File: src/rtl/ota_reboot_ctrl.sv
// OTA reboot sequencer: arm/confirm unlock, flash quiesce, address settle, then
// a fixed-width multiboot trigger pulse. Parks in HALT until reset.
module ota_reboot_ctrl #(
  parameter logic [31:0] SLOT0_ADDR    = 32'h0000_0000,
  parameter logic [31:0] SLOT1_ADDR    = 32'h0010_0000,
  parameter logic [31:0] SLOT2_ADDR    = 32'h0020_0000,
  parameter logic [31:0] SLOT3_ADDR    = 32'h0030_0000,
  parameter logic [7:0]  ARM_KEY       = 8'hA5,
  parameter int unsigned ARM_TIMEOUT   = 1_000_000,
  parameter int unsigned IDLE_CYCLES   = 256,
  parameter int unsigned SETTLE_CYCLES = 16,
  parameter int unsigned TRIG_CYCLES   = 8
) (
  input  logic        clk,
  input  logic        rst,
  input  logic        cmd_valid,
  input  logic [1:0]  cmd_op,
  input  logic [7:0]  cmd_data,
  output logic        cmd_ready,
  input  logic        flash_busy,
  output logic        flash_lock,
  output logic        mb_trigger,
  output logic [31:0] mb_address,
  output logic [2:0]  state_o,
  output logic        err_o,
  output logic [1:0]  err_code
);

  typedef enum logic [2:0] {
    S_IDLE      = 3'd0,
    S_ARMED     = 3'd1,
    S_WAIT_IDLE = 3'd2,
    S_SETTLE    = 3'd3,
    S_TRIGGER   = 3'd4,
    S_HALT      = 3'd5
  } state_t;

  localparam logic [1:0] OP_ARM     = 2'b01;
  localparam logic [1:0] OP_CONFIRM = 2'b10;
  localparam logic [1:0] OP_ABORT   = 2'b11;

  localparam logic [1:0] ERR_KEY     = 2'd1;
  localparam logic [1:0] ERR_TIMEOUT = 2'd2;
  localparam logic [1:0] ERR_PROTO   = 2'd3;

  // One counter serves every timed state; size it for the longest interval.
  localparam int unsigned MAX_AB  = (ARM_TIMEOUT > IDLE_CYCLES) ? ARM_TIMEOUT : IDLE_CYCLES;
  localparam int unsigned MAX_CD  = (SETTLE_CYCLES > TRIG_CYCLES) ? SETTLE_CYCLES : TRIG_CYCLES;
  localparam int unsigned MAX_CNT = (MAX_AB > MAX_CD) ? MAX_AB : MAX_CD;
  localparam int unsigned CNT_W   = (MAX_CNT > 2) ? $clog2(MAX_CNT) : 1;

  localparam logic [CNT_W-1:0] ARM_LAST    = CNT_W'(ARM_TIMEOUT - 1);
  localparam logic [CNT_W-1:0] IDLE_LAST   = CNT_W'(IDLE_CYCLES - 1);
  localparam logic [CNT_W-1:0] SETTLE_LAST = CNT_W'(SETTLE_CYCLES - 1);
  localparam logic [CNT_W-1:0] TRIG_LAST   = CNT_W'(TRIG_CYCLES - 1);

  state_t           state_q, state_d;
  logic [CNT_W-1:0] cnt_q, cnt_d;
  logic [31:0]      mb_address_q, mb_address_d;
  logic             err_q, err_d;
  logic [1:0]       err_code_q, err_code_d;
  logic             cmd_ready_q, cmd_ready_d;
  logic             flash_lock_q, flash_lock_d;
  logic             mb_trigger_q, mb_trigger_d;

  logic is_arm, is_confirm, is_abort, key_ok;
  logic [31:0] slot_addr;

  assign is_arm     = cmd_valid && (cmd_op == OP_ARM);
  assign is_confirm = cmd_valid && (cmd_op == OP_CONFIRM);
  assign is_abort   = cmd_valid && (cmd_op == OP_ABORT);
  assign key_ok     = (cmd_data == ARM_KEY);

  always_comb begin
    case (cmd_data[1:0])
      2'd0:    slot_addr = SLOT0_ADDR;
      2'd1:    slot_addr = SLOT1_ADDR;
      2'd2:    slot_addr = SLOT2_ADDR;
      default: slot_addr = SLOT3_ADDR;
    endcase
  end

  // NOTE: non-blocking assignments so every flop samples the pre-edge value of the others.
  always_ff @(posedge clk or posedge rst) begin
    if (rst) begin
      state_q      <= S_IDLE;
      cnt_q        <= '0;
      mb_address_q <= SLOT0_ADDR;
      err_q        <= 1'b0;
      err_code_q   <= 2'd0;
      cmd_ready_q  <= 1'b1;
      flash_lock_q <= 1'b0;
      mb_trigger_q <= 1'b0;
    end else begin
      state_q      <= state_d;
      cnt_q        <= cnt_d;
      mb_address_q <= mb_address_d;
      err_q        <= err_d;
      err_code_q   <= err_code_d;
      cmd_ready_q  <= cmd_ready_d;
      flash_lock_q <= flash_lock_d;
      mb_trigger_q <= mb_trigger_d;
    end
  end

  // NOTE: every signal gets a hold-value default up front so no path infers a latch.
  always_comb begin
    state_d      = state_q;
    cnt_d        = cnt_q;
    mb_address_d = mb_address_q;
    err_d        = err_q;
    err_code_d   = err_code_q;
    case (state_q)
      S_IDLE: begin
        if (is_arm && key_ok) begin
          state_d = S_ARMED;
          cnt_d   = '0;
          err_d   = 1'b0;
        end else if (is_arm) begin
          err_d      = 1'b1;
          err_code_d = ERR_KEY;
        end else if (is_confirm) begin
          err_d      = 1'b1;
          err_code_d = ERR_PROTO;
        end
      end
      S_ARMED: begin
        // Confirm is tested first so it beats a coincident timeout.
        cnt_d = '0;
        if (is_confirm) begin
          mb_address_d = slot_addr;
          state_d      = S_WAIT_IDLE;
        end else if (is_arm && key_ok) begin
          err_d = 1'b0;
        end else if (is_arm) begin
          state_d    = S_IDLE;
          err_d      = 1'b1;
          err_code_d = ERR_KEY;
        end else if (is_abort) begin
          state_d = S_IDLE;
        end else if (cnt_q == ARM_LAST) begin
          state_d    = S_IDLE;
          err_d      = 1'b1;
          err_code_d = ERR_TIMEOUT;
        end else begin
          cnt_d = cnt_q + CNT_W'(1);
        end
      end
      S_WAIT_IDLE, S_SETTLE, S_TRIGGER: begin
        if (is_arm || is_confirm) begin
          err_d      = 1'b1;
          err_code_d = ERR_PROTO;
        end
        if (is_abort && state_q != S_TRIGGER) begin
          state_d = S_IDLE;
          cnt_d   = '0;
        end else if (state_q == S_WAIT_IDLE) begin
          if (flash_busy) begin
            cnt_d = '0;
          end else if (cnt_q == IDLE_LAST) begin
            state_d = S_SETTLE;
            cnt_d   = '0;
          end else begin
            cnt_d = cnt_q + CNT_W'(1);
          end
        end else if (cnt_q == ((state_q == S_SETTLE) ? SETTLE_LAST : TRIG_LAST)) begin
          state_d = (state_q == S_SETTLE) ? S_TRIGGER : S_HALT;
          cnt_d   = '0;
        end else begin
          cnt_d = cnt_q + CNT_W'(1);
        end
      end
      S_HALT:  ;
      default: state_d = S_IDLE;
    endcase
  end

  // Outputs are decoded from the next state and registered, so they track state_q.
  always_comb begin
    cmd_ready_d  = (state_d == S_IDLE) || (state_d == S_ARMED);
    flash_lock_d = (state_d == S_WAIT_IDLE) || (state_d == S_SETTLE) ||
                   (state_d == S_TRIGGER)   || (state_d == S_HALT);
    mb_trigger_d = (state_d == S_TRIGGER);
  end

  assign state_o    = state_q;
  assign cmd_ready  = cmd_ready_q;
  assign flash_lock = flash_lock_q;
  assign mb_trigger = mb_trigger_q;
  assign mb_address = mb_address_q;
  assign err_o      = err_q;
  assign err_code   = err_code_q;

endmodule

File: config.mk
export PLATFORM = sky130hd
export DESIGN_NAME = ota_reboot_ctrl
export DESIGN_NICKNAME = d
export VERILOG_FILES = /design/src/rtl/ota_reboot_ctrl.sv
export SDC_FILE = /design/constraint.sdc
export NUM_CORES = 1
export LEC_CHECK = 0
export BUFFER_PORTS_ARGS = -buffer_cell sky130_fd_sc_hd__buf_2
export CAP_MARGIN = 20
export CORE_MARGIN = 2
export CORE_UTILIZATION = 47
export CTS_CLUSTER_SIZE = 8
export DETAILED_ROUTE_END_ITERATION = 16
export HOLD_SLACK_MARGIN = 0.02
export PLACE_DENSITY = 0.68
export SLEW_MARGIN = 5
export SYNTH_ARGS = -nofsm -noshare
export SYNTH_HDL_FRONTEND = slang
export SYNTH_SLANG_ARGS = --single-unit
File: constraint.sdc
create_clock -name clk -period 5.5 [get_ports clk]
set_input_delay 1.1 -clock clk [delete_from_list [all_inputs] [get_ports clk]]
set_output_delay 1.1 -clock clk [all_outputs]
set_load 0.005 [all_outputs]
==> flow_results.org <==
** Run status
- Status :: completed

** CTS
- CTS resizes :: 0
- Number of CTS-inserted buffers :: 5
- TritonCTS built the clock tree.
- CTS Sinks :: 31
- The H-tree generated during clock tree synthesis spans 2 levels.
- Setup Fix Bufs, Post-CTS :: 0
- In this run, post-CTS hold repair placed 0 buffers.
- After clock tree synthesis, the clock-pin slew on the worst setup and hold paths is 0.06 ns.
- Clock latency on the worst-skew pair, taken at its later pin, is about 0.28 ns.
- CTS placed an instance of clkbuf_8 at the clock tree root.
- Maximum count of clock buffers along a single path :: 2

** Detailed routing
- Detailed-routed wire length on met2 :: 1940 µm
- Met3 WL :: ~300 µm
- Wire length per cell after detailed routing :: approximately 13 µm
- The routed design has 4120 µm of wire.
- In this run the top signal layer used is met4.
- DR vias :: ~1700
- Detail-routed via count per cell :: 5.36
- DRC :: 0
- First-pass iteration count of the detailed router :: 4
- Once detail routing completed, the nets flagged for antenna violations numbered 0.
- The detailed router put a total of roughly 1800 µm of wire on met1.
- Detailed Route Iter0 Violations :: between 90 and 100

** Worst setup path
- Among all stages on the critical path, the largest delay is contributed by or4_1.
- Sort of element at the end of the critical path :: register
- The worst setup path is launched from an input pin.
- Following the worst setup path forward leads to its endpoint at cnt_q[10].
- The signal on the critical path passes through buf_2 -> and3b_2 -> a31oi_1 -> mux2_4 -> or4_1 -> nand2_1 -> a22o_2.
- For the worst setup path, the data required time is 5.73 ns.
- Depth of the worst register-to-register path :: 6
- Setup slack on the worst reg-to-reg path comes out at around 3.2 ns.
- Critical path start-end classification :: input pin to register
- In this run the critical register-to-register path is launched from cnt_q[8].
- The worst register-to-register path ends at cnt_q[4].
- The most critical setup path has its startpoint at cmd_op[1].
- For this run, the slowest stage of the critical path takes ~0.52 ns.
- STA puts the critical path data arrival time at 2.67 ns.
- Largest fanout of any net on the critical path :: 9

** Finish
- Signed area change from the synthesized netlist to the final layout :: 5.82%
- Non-filler cells, final :: between 300 and 400
- Leaving out fill and tap cells, the most frequent cells in the layout are 30 x conb_1, 30 x dfrtp_1, 24 x buf_2.
- In the final design database the tool counted roughly 270 nets.
- Number of inserted diodes :: 0
- Fraction of final layout cells sized beyond drive strength 1 :: between 20% and 30%

** Timing
- Setup repair after global routing left no endpoint under its margin.
- Count of endpoints failing setup in the final report :: 0
- Slew at the pin with the worst max-slew slack :: roughly 0.49 ns
- Based on the critical path, the design can be clocked at up to around 410 MHz.
- Final min period :: approximately 2.4 ns
- Max-slew headroom at the worst pin :: around 67%
- Maximum clock skew at final layout :: between 0.003 and 0.004 ns
- Setup total negative slack on the finished layout was measured at 0 ns.
- The final max-slew violation count was 0.
- Tcrit/Tclk final :: between 40% and 50%
- Count of final hold-check violations :: 0

** Power and ir drop
- Summed over all cells, the static leakage comes to 0.00108 µW.
- IR drop worst, VDD :: ~0.00010 V
- Power Total :: between 500 and 600 µW
- Power Density :: approximately 220 mW/mm²

** Placement
- Sum of net half-perimeters after detailed placement :: about 3000 µm
- Port buffering added 24 buffers.
- Routability-driven placement congestion ratio :: between 0.8 and 0.9
- Total instance count after detailed placement :: around 300

** Global routing
- The number of antenna violations at the first check in global routing came to 0.
- Residual overflow from global routing :: 0
- Entering global routing, the biggest net connects 32 pins.
- Via count of the first global-routing pass :: between 1500 and 2000
- The first global-routing pass estimated 7180 µm of wire.
- GRT Overall Usage :: ~18%

** Die
- The region available for standard cell placement spans 0.00438 mm².
- After floorplanning, the core was divided into 24 placement rows.
- The floorplan step set the die height to 71.6 µm.
- The die covers about 0.005 mm².
- Effective utilization at floorplan :: 49.1%
- In this run the count of I/O pins placed on the die edge is between 50 and 60.
- Die extent in x :: roughly 70 µm

** Yosys
- In the synthesized netlist the async set-or-reset flop fraction comes to 100%.
- Avg Inst Size Synth :: 9.23 µm²
- XOR/XNOR Fraction of Synth Area :: about 5.3%
- The synthesized netlist devotes a little under a tenth of its cell area to compound gates.
- Among all flip-flop cells after synthesis, the most frequent one is dfrtp_1.
- Cells after synthesis :: roughly 230
- Number of synthesized flops with an enable pin :: 0
- Simple-Gate Fraction of Synth Area :: ~29%
- Counting flops and latches in the post-synthesis netlist gives 31.
- The Yosys step of the flow raised 0 warnings.
- Multiplexer share of the synthesized area :: under 10%
- Cell variety after synth :: 55
- Total standard cell area after synthesis :: 0.00215 mm²
- Register area share after synthesis :: approximately 36%
- After synthesis, the largest family of logic cells by area is simple AND/OR/NAND/NOR gates.
- Of the total synthesized cell area, the portion taken by full adders, half adders and majority gates is less than 1%.

** Min path
- Worst hold path type :: register to register

** Job
- Across the run, the number of max-cap violations was 0.
[synth_stat cells, drive strengths merged, types with 5 or more instances]
cell type / instances / share of area, %
buf: 33 / 12
dfrtp: 30 / 35
nor2: 23 / 4.4
nand3: 17 / 4.0
nand2: 13 / 2.3
xor2: 11 / 4.5
and3: 8 / 2.4
nand4: 8 / 2.3
o21ai: 8 / 2.0
a21oi: 7 / 1.6
mux2: 7 / 3.8
nor3: 7 / 1.9
inv: 5 / 0.87
[state kept, by name (all words and copies together) (netlist names)]
register / flops
mb_trigger: 1
err_o: 1
cmd_ready: 1
flash_lock: 1
cnt_q: 20
state_o: 3
mb_address: 2
err_code: 2
[cell families after synthesis]
| kind of cell | Yosys count |
|---|---|
| and+or+nand+nor | 107 |
| buffers and inverters | 42 |
| DFF | 31 |
| AOI/OAI and AO/OA | 28 |
| xor gates and xnor gates | 13 |
| muxes | 10 |
| adders and majority gates | 1 |
| other | 1 |
[cell type report]
cell class | instances | area [µm²]
clock buffers | 8 | 100
fillers | 417 | 2110
inverters | 5 | 18.8
multi-input cells | 189 | 1180
flip-flops and latches | 31 | 777
well taps | 52 | 65.1
repair buffers | 26 | 135
[where the power goes]
part | switching [µW] | internal [µW] | leakage (µW)
logic | 37.7 | 29.3 | 0.000618
clock network | 82.0 | 114 | 0.0000515
registers | 9.52 | 239 | 0.000410
[worst min-delay path by stage]
stage	cells past startpoint	end	start	slack, ns
after floorplan	1	err_code[0]	err_code[0]	0.51
after global placement	1	mb_address[20]	mb_address[20]	0.49
after detailed placement	1	err_code[0]	err_code[0]	0.50
after CTS	1	err_code[0]	err_code[0]	0.51
after global routing	1	mb_address[20]	mb_address[20]	0.53
final	1	err_code[0]	err_code[0]	0.50
[per-stage QoR]
step           utilization (%)  area (µm²)  setup slack, ns  hold slack, ns
2_1_floorplan                -        2260             2.92           0.505
6_report                  51.9        2280             3.06           0.503
4_1_cts                   51.9        2280             3.06           0.512
5_1_grt                   51.9        2280             2.96           0.526
3_3_place_gp              49.6        2180             2.80           0.489
3_5_place_dp              49.6        2180             2.79           0.501
[metal layers]
| layer | up-vias | global-route usage (%) |
|---|---|---|
| li1 | 816 | - |
| met1 | 788 | 24.1 |
| met2 | 56 | 28.1 |
| met3 | 6 | 5.49 |
| met4 | 0 | 5.66 |
| met5 | - | 0 |
[worst max-delay path: cells and delay by family]
kind / cells / cell delay, ns
simple gates: 3 / 0.87
mux: 1 / 0.32
compound gates: 2 / 0.23
buf+inv: 1 / 0.15
Power figures use the tool's default switching activity.
